`src/rtl/io_arbiter_pkg.sv`:
```
// io_arbiter_pkg: shared widths, IO register map and arbiter FSM states
package io_arbiter_pkg;
  localparam int ADDR_W = 32;
  localparam int DATA_W = 32;
  localparam logic [ADDR_W-1:0] IO_IN_ADDR  = 32'h0000_0000;
  localparam logic [ADDR_W-1:0] IO_OUT_ADDR = 32'h0000_0004;
  typedef enum logic [1:0] {ARB_IDLE, ARB_ACCESS, ARB_RESP} arb_state_e;
endpackage

```
`src/rtl/io_arbiter_if.sv`:
```
// io_arbiter_if: two requester ports plus the single IO block port
interface io_arbiter_if;
  import io_arbiter_pkg::*;
  logic              m0_req, m1_req, m0_we, m1_we;
  logic [ADDR_W-1:0] m0_addr, m1_addr;
  logic [DATA_W-1:0] m0_wd, m1_wd;
  logic              m0_gnt, m1_gnt, m0_rvalid, m1_rvalid;
  logic [DATA_W-1:0] m0_rdata, m1_rdata;
  logic              io_we;
  logic [ADDR_W-1:0] io_addr;
  logic [DATA_W-1:0] io_wd, io_rd;
  modport master (
    output m0_req, m1_req, m0_we, m1_we, m0_addr, m1_addr, m0_wd, m1_wd, io_rd,
    input  m0_gnt, m1_gnt, m0_rvalid, m1_rvalid, m0_rdata, m1_rdata, io_we, io_addr, io_wd
  );
  modport slave (
    input  m0_req, m1_req, m0_we, m1_we, m0_addr, m1_addr, m0_wd, m1_wd, io_rd,
    output m0_gnt, m1_gnt, m0_rvalid, m1_rvalid, m0_rdata, m1_rdata, io_we, io_addr, io_wd
  );
endinterface

```
`src/rtl/io_arbiter_rr_arb2.sv`:
```
// rr_arb2: combinational two-way round-robin pick; a tie goes to the master that did not win last
module rr_arb2 (
  input  logic [1:0] req,
  input  logic       last,
  output logic       win,
  output logic       valid
);
  always_comb begin
    win   = &req ? ~last : req[1];
    valid = |req;
  end
endmodule

```
`src/rtl/io_arbiter.sv`:
```
// io_arbiter: serialises two masters onto the IO block, 3 cycles per access (IDLE/ACCESS/RESP)
module io_arbiter
  import io_arbiter_pkg::*;
(
  input logic     clk,
  input logic     rstn,
  io_arbiter_if.slave bus
);
  arb_state_e        state_q;
  logic              last_q, id_q, io_we_q, win, valid;
  logic [1:0]        gnt_q, rvalid_q;
  logic [ADDR_W-1:0] addr_q;
  logic [DATA_W-1:0] wd_q;
  rr_arb2 u_rr (.req({bus.m1_req, bus.m0_req}), .last(last_q), .win(win), .valid(valid));
  always_ff @(posedge clk) begin
    if (!rstn) begin
      state_q  <= ARB_IDLE;
      last_q   <= 1'b1;
      id_q     <= 1'b0;
      io_we_q  <= 1'b0;
      gnt_q    <= '0;
      rvalid_q <= '0;
      addr_q   <= '0;
      wd_q     <= '0;
    end else begin
      gnt_q    <= '0;
      rvalid_q <= '0;
      io_we_q  <= 1'b0;
      case (state_q)
        ARB_IDLE: if (valid) begin
          id_q    <= win;
          last_q  <= win;
          addr_q  <= win ? bus.m1_addr : bus.m0_addr;
          wd_q    <= win ? bus.m1_wd : bus.m0_wd;
          io_we_q <= win ? bus.m1_we : bus.m0_we;
          gnt_q   <= win ? 2'b10 : 2'b01;
          state_q <= ARB_ACCESS;
        end
        ARB_ACCESS: begin
          rvalid_q <= id_q ? 2'b10 : 2'b01;
          state_q  <= ARB_RESP;
        end
        default: state_q <= ARB_IDLE;
      endcase
    end
  end
  // rdata is gated so each master only ever sees IO data during its own RESP
  assign bus.m0_gnt    = gnt_q[0];
  assign bus.m1_gnt    = gnt_q[1];
  assign bus.m0_rvalid = rvalid_q[0];
  assign bus.m1_rvalid = rvalid_q[1];
  assign bus.m0_rdata  = rvalid_q[0] ? bus.io_rd : '0;
  assign bus.m1_rdata  = rvalid_q[1] ? bus.io_rd : '0;
  assign bus.io_we     = io_we_q;
  assign bus.io_addr   = addr_q;
  assign bus.io_wd     = wd_q;
endmodule

```
`src/flat_wrapper.sv`:
```
// flat-port wrapper written by rule: the top's interface ports become plain ports
module io_arbiter_flat import io_arbiter_pkg::*;
  (clk, rstn, bus_m0_req, bus_m1_req, bus_m0_we, bus_m1_we, bus_m0_addr, bus_m1_addr, bus_m0_wd, bus_m1_wd, bus_io_rd, bus_m0_gnt, bus_m1_gnt, bus_m0_rvalid, bus_m1_rvalid, bus_m0_rdata, bus_m1_rdata, bus_io_we, bus_io_addr, bus_io_wd);
  io_arbiter_if bus_i ();
  input logic clk;
  input logic rstn;
  input wire logic [$bits(bus_i.m0_req)-1:0] bus_m0_req;
  input wire logic [$bits(bus_i.m1_req)-1:0] bus_m1_req;
  input wire logic [$bits(bus_i.m0_we)-1:0] bus_m0_we;
  input wire logic [$bits(bus_i.m1_we)-1:0] bus_m1_we;
  input wire logic [$bits(bus_i.m0_addr)-1:0] bus_m0_addr;
  input wire logic [$bits(bus_i.m1_addr)-1:0] bus_m1_addr;
  input wire logic [$bits(bus_i.m0_wd)-1:0] bus_m0_wd;
  input wire logic [$bits(bus_i.m1_wd)-1:0] bus_m1_wd;
  input wire logic [$bits(bus_i.io_rd)-1:0] bus_io_rd;
  output wire logic [$bits(bus_i.m0_gnt)-1:0] bus_m0_gnt;
  output wire logic [$bits(bus_i.m1_gnt)-1:0] bus_m1_gnt;
  output wire logic [$bits(bus_i.m0_rvalid)-1:0] bus_m0_rvalid;
  output wire logic [$bits(bus_i.m1_rvalid)-1:0] bus_m1_rvalid;
  output wire logic [$bits(bus_i.m0_rdata)-1:0] bus_m0_rdata;
  output wire logic [$bits(bus_i.m1_rdata)-1:0] bus_m1_rdata;
  output wire logic [$bits(bus_i.io_we)-1:0] bus_io_we;
  output wire logic [$bits(bus_i.io_addr)-1:0] bus_io_addr;
  output wire logic [$bits(bus_i.io_wd)-1:0] bus_io_wd;
  assign bus_i.m0_req = bus_m0_req;
  assign bus_i.m1_req = bus_m1_req;
  assign bus_i.m0_we = bus_m0_we;
  assign bus_i.m1_we = bus_m1_we;
  assign bus_i.m0_addr = bus_m0_addr;
  assign bus_i.m1_addr = bus_m1_addr;
  assign bus_i.m0_wd = bus_m0_wd;
  assign bus_i.m1_wd = bus_m1_wd;
  assign bus_i.io_rd = bus_io_rd;
  assign bus_m0_gnt = bus_i.m0_gnt;
  assign bus_m1_gnt = bus_i.m1_gnt;
  assign bus_m0_rvalid = bus_i.m0_rvalid;
  assign bus_m1_rvalid = bus_i.m1_rvalid;
  assign bus_m0_rdata = bus_i.m0_rdata;
  assign bus_m1_rdata = bus_i.m1_rdata;
  assign bus_io_we = bus_i.io_we;
  assign bus_io_addr = bus_i.io_addr;
  assign bus_io_wd = bus_i.io_wd;
  io_arbiter u_core (.clk(clk), .rstn(rstn), .bus(bus_i));
endmodule
```
`config.mk`:
```
export PLATFORM = sky130hd
export DESIGN_NAME = io_arbiter_flat
export DESIGN_NICKNAME = d
export VERILOG_FILES = /design/src/rtl/io_arbiter_pkg.sv /design/src/rtl/io_arbiter_if.sv /design/src/rtl/io_arbiter_rr_arb2.sv /design/src/rtl/io_arbiter.sv /design/src/flat_wrapper.sv
export SDC_FILE = /design/constraint.sdc
export NUM_CORES = 1
export LEC_CHECK = 0
export CAP_MARGIN = 20
export CORE_MARGIN = 2
export CORE_UTILIZATION = 31
export DETAILED_ROUTE_END_ITERATION = 8
export GPL_TIMING_DRIVEN = 1
export MAX_ROUTING_LAYER = met4
export PLACE_DENSITY = 0.77
export SKIP_CTS_REPAIR_TIMING = 1
export SLEW_MARGIN = 15
export SYNTH_ARGS = -nofsm -noshare
export SYNTH_HDL_FRONTEND = slang
export SYNTH_SLANG_ARGS = --single-unit
```
`constraint.sdc`:
```
create_clock -name clk -period 1.4 [get_ports clk]
set_clock_uncertainty 0.05 [all_clocks]
set_input_delay 0.21 -clock clk [delete_from_list [all_inputs] [get_ports clk]]
set_output_delay 0.21 -clock clk [all_outputs]
set_load 0.03 [all_outputs]
```
# Word level (Yosys, flattened, before mapping)
# Cells that the tools add are included.
# totals
rom_bits,0
n_memories,0
inputBits,166
register_bits,73
elab_cells,27
latchBits,0
mem_bits_rw,0
# classes
n_shift,0
n_reduce_logical,6
eq_ne,2
n_mux,10
bitwise_logic,1
n_lt_le_gt_ge,0
div,0
addsub,0
n_mul,0
# op_table
cell,count
32-bit 2-to-1 mux,4
2-bit 2-to-1 mux,3
2-bit AND reduction,3
2-bit one-hot mux with 2 select lines,1
3-bit AND reduction,1
"2-bit by 1-bit equality test with 1-bit output, second input constant",1
2-bit logical NOT,1
1-bit 2-to-1 mux,2
"2-bit != test, second input constant",1
2-bit OR reduction,1
1-bit inverter,1

# Depth between registers and ports, before layout
# logic_depth
ltp_word,3
mapped_depth,6
depth_no_buf,3

# Hierarchy
# From an unflattened synthesis, not the netlist that was laid out.
# hier_totals
hier_cells,382
area_unflattened_um2,3518.4
# modules_own_cells
mod,cells_each,area_per_inst_um2,n_inst,seq_area_each_um2
io_arbiter,380,3504.6,1,1461.4
rr_arb2,2,13.8,1,0.0

# Worst setup path before layout
# Ideal clock, no wire load.
# synth_timing
path_kind,register to register
start,reg u_core.last_q
end,reg u_core.addr_q[30] (netlist: u_core.bus.io_addr[30])
required_ps,1261
n_path_buf,2
path_slack_ps,45
t_arrival_ps,1216
stages_incl_launch_ff,6
cell_sequence,dfxtp_1 > a21bo_2 > buf_4 > clkbuf_1 > nand2_1 > a311oi_2
# synth_via
elab_chain_len,3
# synth_lines
item,line,source
"start, declared",io_arbiter.sv:10,"logic last_q, id_q, io_we_q, win, valid;"
"start signal, assigned",io_arbiter.sv:32,last_q <= win;
1-bit inverter,io_arbiter_rr_arb2.sv:9,win = &req ? ~last : req[1];
1-bit 2-to-1 mux,io_arbiter_rr_arb2.sv:9,
32-bit 2-to-1 mux,io_arbiter.sv:33,addr_q <= win ? bus.m1_addr : bus.m0_addr;
"end signal, assigned",io_arbiter.sv:33,
"end, declared",io_arbiter.sv:12,logic [ADDR_W-1:0] addr_q;
# Every way passes these cells.
# A chain may end at the register's enable or synchronous reset.

# Worst setup path in the final report
# layout_timing
start,reg u_core.rvalid_q[1]
end,out bus_m1_rdata[18]
# layout_via
elab_chain_len,1
# layout_lines
item,line,source
"start, declared",io_arbiter.sv:11,"logic [1:0] gnt_q, rvalid_q;"
"start signal, assigned",io_arbiter.sv:40,rvalid_q <= id_q ? 2'b10 : 2'b01;
32-bit 2-to-1 mux,io_arbiter.sv:53,assign bus.m1_rdata = rvalid_q[1] ? bus.io_rd : '0;
"end, declared",flat_wrapper.sv:21,output wire logic [$bits(bus_i.m1_rdata)-1:0] bus_m1_rdata;
# Every way passes these cells.

==> metrics.txt <==
outcome=finished, violations left; failing checks=setup timing; DIE AREA=13800 sq um; H-tree depth=3; worst hold path depth=4; Die W=117 um; Avg Inst Size Synth=8.59 sq um; r2r setup slk=0.05 ns; clock buffer depth=2; asr flop ratio synth=0%; vias per cell=5.09; register area share after synthesis=36.6%; core area=12600 sq um; vias in the first global route=4661; Cell variety after synth=23; Yosys warning count=0; Port Buffers=298; final hold violations=0; Finish-stage setup viols=12; worst slew pin tran=0.507 ns; switching power=2.46 mW; crit path time final=1.42 ns; switching share of power=32.0%; crit path DAT=1.16 ns; syn nets=630; layout cells sized above 1=31.8%; Avg WL per Cell=19.0 um; Rel. slew slack=66.2%; area leader, netlist=dfxtp_1; CTS tree=yes; Max Clk Rate=704 MHz; initial antenna violation count=2; final net count=923; Top FF cell, synth=dfxtp_1; worst skew pair latency=0.33 ns; end of the worst register-to-register path=u_core.bus.io_addr[31]; final worst setup slack=-0.0213 ns; synthesis-to-layout area growth=108%; WS Path Type=reg2out; drt total wl=17800 um; Final Max Tran Viols=0; Reg clk slew, reported paths=0.06 ns; Final period util=102%; routability cong.=0.913; unrepaired setup endpoints after global routing=true; first-pass GRT wire length=24500 um; gr usage total=22.6%; Mapped Cells=464; Worst Path Max Fanout=8; Post-synth top cells=130 x nand2_1, 73 x dfxtp_1, 67 x and2_1, 65 x a21oi_1, 60 x a311oi_2; io pins=299; Power Internal=5.23 mW; Max VDD drop=498 uV; pre-CTS WS=-0.411 ns; via count=4764; Comb pwr share=36.8%; Reg-to-Reg Start=u_core.state_q[1]; crit path launch=u_core.rvalid_q[1]; number of synthesized flops with an enable pin=0; Data required, critical path=1.14 ns; CTS root buffer=clkbuf_16; Clk pwr share=31.3%; total grt overflow=0; hpwl dp=12000 um; Seq pwr share=31.9%; Detailed Route Iter0 Violations=274; top cells by area, synth=dfxtp_1 37%, a311oi_2 23%, nand2_1 12%, and2_1 11%, a21oi_1 8.2%; Routed Antenna Nets=0; share of the synthesized area in the top cell type=36.6%; CTS sink cnt=73; TritonCTS buffer count=9; Max-Cap Viols=0; row cnt=41; largest net degree at the start of global routing=47; crit path to=bus_m1_rdata[18]; synthesized flop and latch total=73; Pre-antenna DRT Iters=4; startpoint types=flip-flop; Pwr Density=928 nW/um^2; kind of end point of the critical path=output port; initial core utilization=31.7%; Worst Hold Class=in2reg; LEAKAGE=4.17 nW; cell with the most instances after synthesis=nand2_1; Hold WS=0.317 ns; drc violations=0; Post-Syn Area=3990 sq um; Final TNS setup=-0.103 ns; Reg2Reg Depth=4; Die Ht=117 um
==> per-stage QoR <==
stage	util (%)	cell area [sq um]	cells	power (mW)
floorplan	-	3990	464	3.92
detailed placement	57.7	7250	908	5.19
global placement	57.7	7250	908	5.14
global route	65.9	8280	936	8.01
finish	65.9	8280	936	7.69
CTS	60.2	7560	924	7.61
==> how the worst min path moves through the flow <==
stage	from	slack, ns	endpoint
after floorplan	rstn	0.24	u_core.last_q
after global placement	u_core.id_q	0.37	u_core.rvalid_q[0]
after detailed placement	u_core.id_q	0.38	u_core.rvalid_q[0]
after CTS	u_core.id_q	0.39	u_core.rvalid_q[0]
after global routing	bus_m0_req	0.35	u_core.bus.io_we
final	bus_m0_req	0.32	u_core.bus.io_we
==> cells in the final DEF, fill, tap and decap left out, types with 3 or more instances in the layout <==
| master | n |
|---|---|
| clkdlybuf4s50_1 | 163 |
| a21oi_1 | 65 |
| dfxtp_1 | 70 |
| nor2_1 | 3 |
| a311oi_1 | 4 |
| and2_1 | 6 |
| clkbuf_16 | 14 |
| buf_4 | 13 |
| dlymetal6s2s_1 | 69 |
| nand2_1 | 130 |
| a311oi_2 | 60 |
| buf_6 | 55 |
| and2_4 | 61 |
| buf_12 | 24 |
| clkinv_2 | 4 |
==> registers in the layout, summed over array words and instances (netlist names) <==
register	cells
u_core.bus.io_we	1
u_core.id_q	1
u_core.bus.io_wd	32
u_core.last_q	1
u_core.bus.io_addr	32
u_core.state_q	2
u_core.rvalid_q	2
u_core.gnt_q	2
==> cell type report <==
cell class	count	area [sq um]
flip-flops and latches	73	1470
well taps	172	215
multi-input cells	342	2440
clock inverters	6	82.6
inverters	1	5.00
clock buffers	10	229
repair buffers	330	3830
fillers	969	4280
diodes	2	5.00
==> power by group through the flow <==
stage,Sequential [mW],Combinational [mW],Clock [mW]
2_1_floorplan,2.92,1.00,0
6_report,2.45,2.83,2.41
3_3_place_gp,2.49,2.65,0
5_1_grt,2.47,2.98,2.55
4_1_cts,2.46,2.70,2.45
3_5_place_dp,2.50,2.69,0
==> layer usage <==
layer,routed length (um),vias up,GRT usage [%],part of all wire (%)
met1,6660,2252,23.8,38
met5,0,-,-,0
met2,9290,249,39.3,52
li1,-,2222,-,-
met3,1090,41,6.03,6.2
met4,705,0,10.8,4.0
==> logic make-up (layout without fill, tap and decap cells) <==
| logic type | after synthesis | in the layout | synth area share (%) |
|---|---|---|---|
| AO/OA/AOI/OAI | 135 | 135 | 32.8 |
| buffers and inverters | 49 | 347 | 6.50 |
| flip-flops | 73 | 73 | 36.6 |
| other | 0 | 2 | 0 |
| AND/OR/NAND/NOR | 207 | 207 | 24.1 |
==> worst max-delay path, stage by stage, from the launching register on <==
cell       delay, ns
dfxtp_4         0.36
clkbuf_16       0.16
and2_1          0.17
buf_6           0.14
Note: power is estimated with default switching activity, not from simulation.
